### config.mk
export PLATFORM = sky130hd
export DESIGN_NAME = noc_output_scheduler
export DESIGN_NICKNAME = d
export VERILOG_FILES = /design/src/rtl/noc_output_scheduler_pkg.sv /design/src/rtl/noc_output_scheduler_rr_arbiter.sv /design/src/rtl/noc_output_scheduler.sv
export SDC_FILE = /design/constraint.sdc
export NUM_CORES = 1
export LEC_CHECK = 0
export ABC_AREA = 1
export CORE_AREA = 2 2 194 196
export DETAILED_ROUTE_END_ITERATION = 10
export DIE_AREA = 0 0 196 198
export GPL_TIMING_DRIVEN = 0
export PLACE_DENSITY = 0.58
export SLEW_MARGIN = 20
export SYNTH_ARGS = -nofsm -noshare
export SYNTH_HDL_FRONTEND = slang
export SYNTH_SLANG_ARGS = --single-unit
### constraint.sdc
create_clock -name clk -period 3.05 [get_ports clk]
set_clock_uncertainty 0.2 [all_clocks]
set_input_delay 0.61 -clock clk [delete_from_list [all_inputs] [get_ports clk]]
set_output_delay 0.61 -clock clk [all_outputs]
set_load 0.005 [all_outputs]
### src/rtl/noc_output_scheduler_pkg.sv
// Shared NoC types for the output scheduler: QoS level, flit flags, scheduler state.
package noc_output_scheduler_pkg;

    localparam int unsigned QOS_LEVELS = 4;

    typedef logic [1:0] qos_level_t;

    typedef struct packed {
        logic head;
        logic tail;
    } flit_flags_t;

    typedef enum logic [0:0] {
        StIdle   = 1'b0,
        StActive = 1'b1
    } sched_state_t;

    function automatic logic [7:0] sat_inc8(input logic [7:0] v);
        return (v == 8'hFF) ? v : v + 8'd1;
    endfunction

endpackage

### src/rtl/noc_output_scheduler_rr_arbiter.sv
// Round-robin arbiter: grants the first requester at or after ptr, wrapping to index 0.
module noc_rr_arbiter #(
    parameter int unsigned N    = 4,
    parameter int unsigned PtrW = (N > 1) ? $clog2(N) : 1
) (
    input  logic [N-1:0]    req,
    input  logic [PtrW-1:0] ptr,
    output logic [N-1:0]    grant
);

    logic found;

    always_comb begin
        grant = '0;
        found = 1'b0;
        for (int unsigned i = 0; i < N; i++) begin
            if (!found && req[i] && (PtrW'(i) >= ptr)) begin
                grant[i] = 1'b1;
                found    = 1'b1;
            end
        end
        // Wrap-around pass: only requesters below ptr remain.
        for (int unsigned i = 0; i < N; i++) begin
            if (!found && req[i]) begin
                grant[i] = 1'b1;
                found    = 1'b1;
            end
        end
    end

endmodule

### src/rtl/noc_output_scheduler.sv
// Credit-based QoS/round-robin output link scheduler with packet locking and aging.
// Define NOC_SCHED_PERF_EN to enable the pkt_count / max_wait performance counters.
module noc_output_scheduler
    import noc_output_scheduler_pkg::*;
#(
    parameter int unsigned NUM_IN  = 4,
    parameter int unsigned FLIT_W  = 64,
    parameter int unsigned CREDITS = 8
) (
    input  logic                              clk,
    input  logic                              rst_n,
    input  logic [NUM_IN-1:0]                 in_valid,
    input  logic [NUM_IN-1:0]                 in_head,
    input  logic [NUM_IN-1:0]                 in_tail,
    input  qos_level_t [NUM_IN-1:0]           in_qos,
    input  logic [NUM_IN-1:0][FLIT_W-1:0]     in_flit,
    output logic [NUM_IN-1:0]                 in_ready,
    output logic                              out_valid,
    output logic [FLIT_W-1:0]                 out_flit,
    output logic [NUM_IN-1:0]                 out_src,
    input  logic                              credit_in,
    input  logic [7:0]                        aging_threshold,
    input  logic                              fairness_enable,
    output logic                              credit_err,
    output logic                              busy,
    output logic [QOS_LEVELS-1:0][31:0]       pkt_count,
    output logic [7:0]                        max_wait
);

    localparam int unsigned CntW = $clog2(CREDITS + 1);
    localparam int unsigned PtrW = (NUM_IN > 1) ? $clog2(NUM_IN) : 1;

    sched_state_t                      state_q, state_d;
    logic [NUM_IN-1:0]                 owner_q, owner_d;
    logic [CntW-1:0]                   credit_q, credit_d;
    logic                              credit_err_q, credit_err_d;
    logic [QOS_LEVELS-1:0][PtrW-1:0]   rr_ptr_q, rr_ptr_d;
    logic [NUM_IN-1:0][7:0]            wait_q, wait_d;

    flit_flags_t [NUM_IN-1:0]          in_flags;
    logic [NUM_IN-1:0]                 cand, aged, aged_pick, sel;
    logic [QOS_LEVELS-1:0][NUM_IN-1:0] lvl_req, lvl_grant;
    qos_level_t                        top_lvl, xfer_qos;
    logic                              use_aged, credit_ok, credit_full, xfer, xfer_tail;
    logic [PtrW-1:0]                   next_ptr;
    logic [FLIT_W-1:0]                 xfer_flit;

    always_comb begin
        for (int unsigned i = 0; i < NUM_IN; i++) begin
            in_flags[i].head = in_head[i];
            in_flags[i].tail = in_tail[i];
            cand[i]          = in_valid[i] && in_flags[i].head;
            aged[i]          = cand[i] && (wait_q[i] >= aging_threshold);
        end
        for (int unsigned l = 0; l < QOS_LEVELS; l++) begin
            for (int unsigned i = 0; i < NUM_IN; i++) begin
                lvl_req[l][i] = cand[i] && (in_qos[i] == qos_level_t'(l));
            end
        end
    end

    for (genvar l = 0; l < QOS_LEVELS; l++) begin : g_arb
        noc_rr_arbiter #(
            .N    (NUM_IN),
            .PtrW (PtrW)
        ) u_arb (
            .req   (lvl_req[l]),
            .ptr   (rr_ptr_q[l]),
            .grant (lvl_grant[l])
        );
    end

    always_comb begin
        top_lvl   = '0;
        aged_pick = '0;
        for (int unsigned l = 0; l < QOS_LEVELS; l++) begin
            if (|lvl_req[l]) top_lvl = qos_level_t'(l);
        end
        for (int i = int'(NUM_IN) - 1; i >= 0; i--) begin
            if (aged[i]) begin
                aged_pick    = '0;
                aged_pick[i] = 1'b1;
            end
        end
        use_aged    = fairness_enable && (|aged);
        credit_ok   = (credit_q != '0);
        credit_full = (credit_q == CntW'(CREDITS));
        if (state_q == StActive) begin
            sel = owner_q;
        end else begin
            sel = use_aged ? aged_pick : lvl_grant[top_lvl];
        end
        in_ready = sel & in_valid & {NUM_IN{credit_ok}};
        xfer     = |in_ready;
    end

    // in_ready is one-hot or zero, so OR-muxing extracts the transferring flit.
    always_comb begin
        xfer_tail = 1'b0;
        xfer_qos  = '0;
        next_ptr  = '0;
        xfer_flit = '0;
        for (int unsigned i = 0; i < NUM_IN; i++) begin
            if (in_ready[i]) begin
                xfer_tail = in_flags[i].tail;
                xfer_qos  = in_qos[i];
                next_ptr  = (i == NUM_IN - 1) ? '0 : PtrW'(i + 1);
            end
            xfer_flit = xfer_flit | ({FLIT_W{in_ready[i]}} & in_flit[i]);
        end
    end

    always_comb begin
        state_d  = state_q;
        owner_d  = owner_q;
        rr_ptr_d = rr_ptr_q;
        unique case (state_q)
            StIdle: begin
                if (xfer) begin
                    rr_ptr_d[xfer_qos] = next_ptr;
                    if (!xfer_tail) begin
                        state_d = StActive;
                        owner_d = in_ready;
                    end
                end
            end
            StActive: begin
                if (xfer && xfer_tail) begin
                    state_d = StIdle;
                    owner_d = '0;
                end
            end
            default: state_d = StIdle;
        endcase
    end

    always_comb begin
        credit_d     = credit_q;
        credit_err_d = credit_err_q;
        if (credit_in) begin
            if (credit_full) credit_err_d = 1'b1;
            else             credit_d     = credit_d + CntW'(1);
        end
        if (xfer) credit_d = credit_d - CntW'(1);
    end

    // Any input holding a head flit ages while it waits, including during another packet.
    always_comb begin
        for (int unsigned i = 0; i < NUM_IN; i++) begin
            if (!in_valid[i] || in_ready[i]) wait_d[i] = '0;
            else if (cand[i])                wait_d[i] = sat_inc8(wait_q[i]);
            else                             wait_d[i] = wait_q[i];
        end
    end

    always_ff @(posedge clk or negedge rst_n) begin
        if (!rst_n) begin
            state_q      <= StIdle;
            owner_q      <= '0;
            credit_q     <= CntW'(CREDITS);
            credit_err_q <= 1'b0;
            rr_ptr_q     <= '0;
            wait_q       <= '0;
            out_valid    <= 1'b0;
            out_flit     <= '0;
            out_src      <= '0;
        end else begin
            state_q      <= state_d;
            owner_q      <= owner_d;
            credit_q     <= credit_d;
            credit_err_q <= credit_err_d;
            rr_ptr_q     <= rr_ptr_d;
            wait_q       <= wait_d;
            out_valid    <= xfer;
            out_src      <= in_ready;
            if (xfer) out_flit <= xfer_flit;
        end
    end

    assign busy       = (state_q == StActive);
    assign credit_err = credit_err_q;

`ifdef NOC_SCHED_PERF_EN
    logic [QOS_LEVELS-1:0][31:0] pkt_count_q;

    always_ff @(posedge clk or negedge rst_n) begin
        if (!rst_n) begin
            pkt_count_q <= '0;
        end else if (xfer && xfer_tail) begin
            pkt_count_q[xfer_qos] <= pkt_count_q[xfer_qos] + 32'd1;
        end
    end

    always_comb begin
        max_wait = '0;
        for (int unsigned i = 0; i < NUM_IN; i++) begin
            if (wait_q[i] > max_wait) max_wait = wait_q[i];
        end
    end

    assign pkt_count = pkt_count_q;
`else
    assign pkt_count = '0;
    assign max_wait  = '0;
`endif

endmodule

==> flow_summary.json <==
{
  "status": "complete, but fails checks",
  "violations": "negative setup slack",
  "die_width_um": 196,
  "drt_wl_total_um": 43300,
  "reg2reg_from": "wait_q[23]",
  "fin_crit_sh_pct": 114,
  "worst_pin_slew_ns": 0.583,
  "final_common_cell": "nand2_1",
  "htreeDepth": 4,
  "synthArstFlopShare_pct": 100,
  "pwr-share-seq_pct": 33.8,
  "fin_nets": 2238,
  "dp.cells": 2278,
  "die_area_um2": 38800,
  "p_clk_share_pct": 42.5,
  "r2r_slack_ns": -0.16,
  "rsz0062_at_grt": "true",
  "antenna_found_initial": 15,
  "power.share.combinational_pct": 23.7,
  "pre_cts_slack_ns": -1.88,
  "tritoncts": "done",
  "max_cap_viol_count": 0,
  "cts-root-buf": "clkbuf_16",
  "min_to": "credit_err",
  "crit_fanout": 3,
  "cts_buffers": 17,
  "whs_ns": 0.268,
  "die_h_um": 198,
  "max-slew-margin-rel_pct": 60.8,
  "area_growth_syn_to_layout_pct": 87.0,
  "ys_ff_latch": 119,
  "yosys.area.top_type": "dfrtp_1",
  "clk_latency_ns": 0.43,
  "drive_above_1_share_pct": 31.2,
  "r2r-end": "out_flit[6]",
  "clk_path_buf_depth": 2,
  "grt_max_degree": 90,
  "p_int_mw": 3.52,
  "fin_crit_ns": 3.49,
  "critical_path.startpoint_type": "register",
  "min-delay-start": "credit_err",
  "core_um2": 37000,
  "endpoint_kind": "output port",
  "rows": 71,
  "antenna_left": 0,
  "final_area_um2": 17100,
  "pin_count": 499,
  "ys_seq_area_share_pct": 32.7,
  "drt_first_pass_iters": 5,
  "synth_cell_types": 38,
  "mostFrequentLayoutCells": "410 x nand2_1, 333 x clkdlybuf4s50_1, 196 x buf_4, 136 x conb_1, 108 x dfrtp_1",
  "ys_top_cells_by_area": "dfrtp_1 32%, nand2_1 21%, buf_4 11%",
  "syn_avg_cell_area_um2": 6.98,
  "drtIter0Drc": 517,
  "drcViolationCount": 0,
  "gp_congestion": 0.904,
  "wl_per_cell_um": 18.0,
  "synth_top_area_share_pct": 32.4,
  "syn-instance-count": 1306,
  "yosysWarnings": 0,
  "dp_hpwl_um": 33100,
  "synth_edf_count": 0,
  "setup_ws_ns": -0.435,
  "powerDensity_nw_per_um2": 289,
  "clk_pin_slew_ns": 0.06,
  "gr-usage-all-layers_pct": 21.0,
  "leakage_nw": 8.43,
  "start_util_pct": 24.7,
  "grt_pass1_wl_um": 60500,
  "post_dp_cell_area_um2": 14100,
  "routed-via-count": 10600,
  "numClockSinks": 119,
  "cp.arrival_ns": 2.68,
  "hp-class": "register to register",
  "switching_share_pct": 28.7,
  "grt_overflow_total": 0,
  "netlist_area_um2": 9120,
  "vdd_drop_max_uv": 270,
  "fin_cells": 2406,
  "grt_pass1_vias": 10100,
  "slew_viol_final": 0,
  "hold_viol_final": 0,
  "worstPathRequired_ns": 2.24,
  "crit_type": "register to output port",
  "r2r_cells": 21,
  "io_buffers": 362,
  "setup_violations": 92,
  "hold_depth": 1,
  "fmax_mhz": 287,
  "p_total_mw": 4.93,
  "vias_per_cell": 4.40,
  "switchingPower_mw": 1.42,
  "ys.flop_type": "dfrtp_1"
}
## synth_stat cells (3+ instances only)
| master | number |
|---|---|
| nand2_1 | 514 |
| buf_4 | 139 |
| dfrtp_1 | 118 |
| inv_1 | 95 |
| nor2_1 | 73 |
| nand3_1 | 69 |
| a221oi_1 | 64 |
| ha_1 | 39 |
| a21oi_1 | 28 |
| nand4_1 | 24 |
| o21ai_0 | 24 |
| buf_2 | 20 |
| inv_2 | 14 |
| xor2_1 | 13 |
| nor3_1 | 11 |
| clkbuf_1 | 10 |
| nand2_2 | 8 |
| buf_6 | 4 |
| nor2_2 | 4 |
| nor4_1 | 4 |
| a21o_1 | 3 |
| nand3b_1 | 3 |
## worst max-delay path by stage
stage / end / cells after the start / startpoint
after global placement: out_flit[32] / 1 / rst_n
final: in_ready[2] / 16 / wait_q[23]
after detailed placement: in_ready[2] / 20 / in_valid[3]
after global routing: in_ready[2] / 19 / wait_q[26]
after CTS: in_ready[2] / 16 / wait_q[15]
after floorplan: in_ready[3] / 17 / aging_threshold[6]
## worst max-delay path: stages, from the launching register on
cell and delay, ns:
dfrtp_1 0.41, ha_4 0.26, a21oi_2 0.13, o21a_1 0.16, nand3_2 0.10, nand2_2 0.10, nand2_2 0.07, o21ai_2 0.17
buf_6 0.12, nand2_1 0.04, nand2_1 0.06, nand2_1 0.06, nand3_2 0.14, inv_4 0.06, buf_12 0.12, buf_12 0.12
buf_6 0.10
## flip-flops by register name, indices dropped and copies added, names as in the netlist, named ones only
name,cells
out_flit,64
out_src,4
rr_ptr_q,8
wait_q,32
owner_q,4
credit_q,4
credit_err,1
out_valid,1
## area by class of cell
type,instances,area (µm²)
clock buffer,19,443
antenna,8,20.0
tap,474,593
timing repair buffer,451,4550
sequential,119,2990
inverter,109,469
multi-input combinational,1038,6290
fill,3659,19900
buffer,175,1550
clock inverter,13,148
## logic make-up (layout without fill, tap and decap cells)
| family | after synthesis | in the layout | share of synthesized area, % |
|---|---|---|---|
| xor gates and xnor gates | 15 | 15 | 1.44 |
| AOI/OAI and AO/OA | 130 | 130 | 10.1 |
| buffers and inverters | 284 | 767 | 18.0 |
| adders and majority gates | 39 | 39 | 5.35 |
| and+or+nand+nor | 718 | 718 | 32.4 |
| other | 1 | 144 | 0.0411 |
| DFF | 119 | 119 | 32.7 |
## stage by stage
step                      TNS, ns  utilization (%)
final                      -10.64             46.2
after global routing       -27.93             46.1
after CTS                   -1.59             43.0
after detailed placement  -121.56             38.2
after global placement    -607.53             38.1
after floorplan           -0.0304                -
## metal layers
| layer | wire length, µm | global-route usage, % | share of wire (%) | vias to the layer above |
|---|---|---|---|---|
| li1 | - | - | - | 5217 |
| met4 | 969 | 6.73 | 2.2 | 18 |
| met1 | 16800 | 23.7 | 39 | 4970 |
| met5 | 122 | 0 | 0.28 | - |
| met2 | 22500 | 37.7 | 52 | 321 |
| met3 | 2850 | 6.54 | 6.6 | 67 |
## power by group through the flow
stage / Combinational [mW] / Sequential, mW / Clock (mW)
after floorplan: 0.471 / 1.69 / 0
after global placement: 0.986 / 1.69 / 0
after detailed placement: 1.00 / 1.69 / 0
after CTS: 1.06 / 1.66 / 2.14
after global routing: 1.29 / 1.67 / 2.20
final: 1.17 / 1.67 / 2.10
## what timing repair did
item,CTS,global route
cloned,1,9
pin swaps,39,69
resized for setup,285,234
setup endpoints to repair,116,108
buffers inserted,47,35
hold buffers,1,0
endpoints found under the hold margin,30,0
Note: power is estimated with default switching activity, not from simulation.
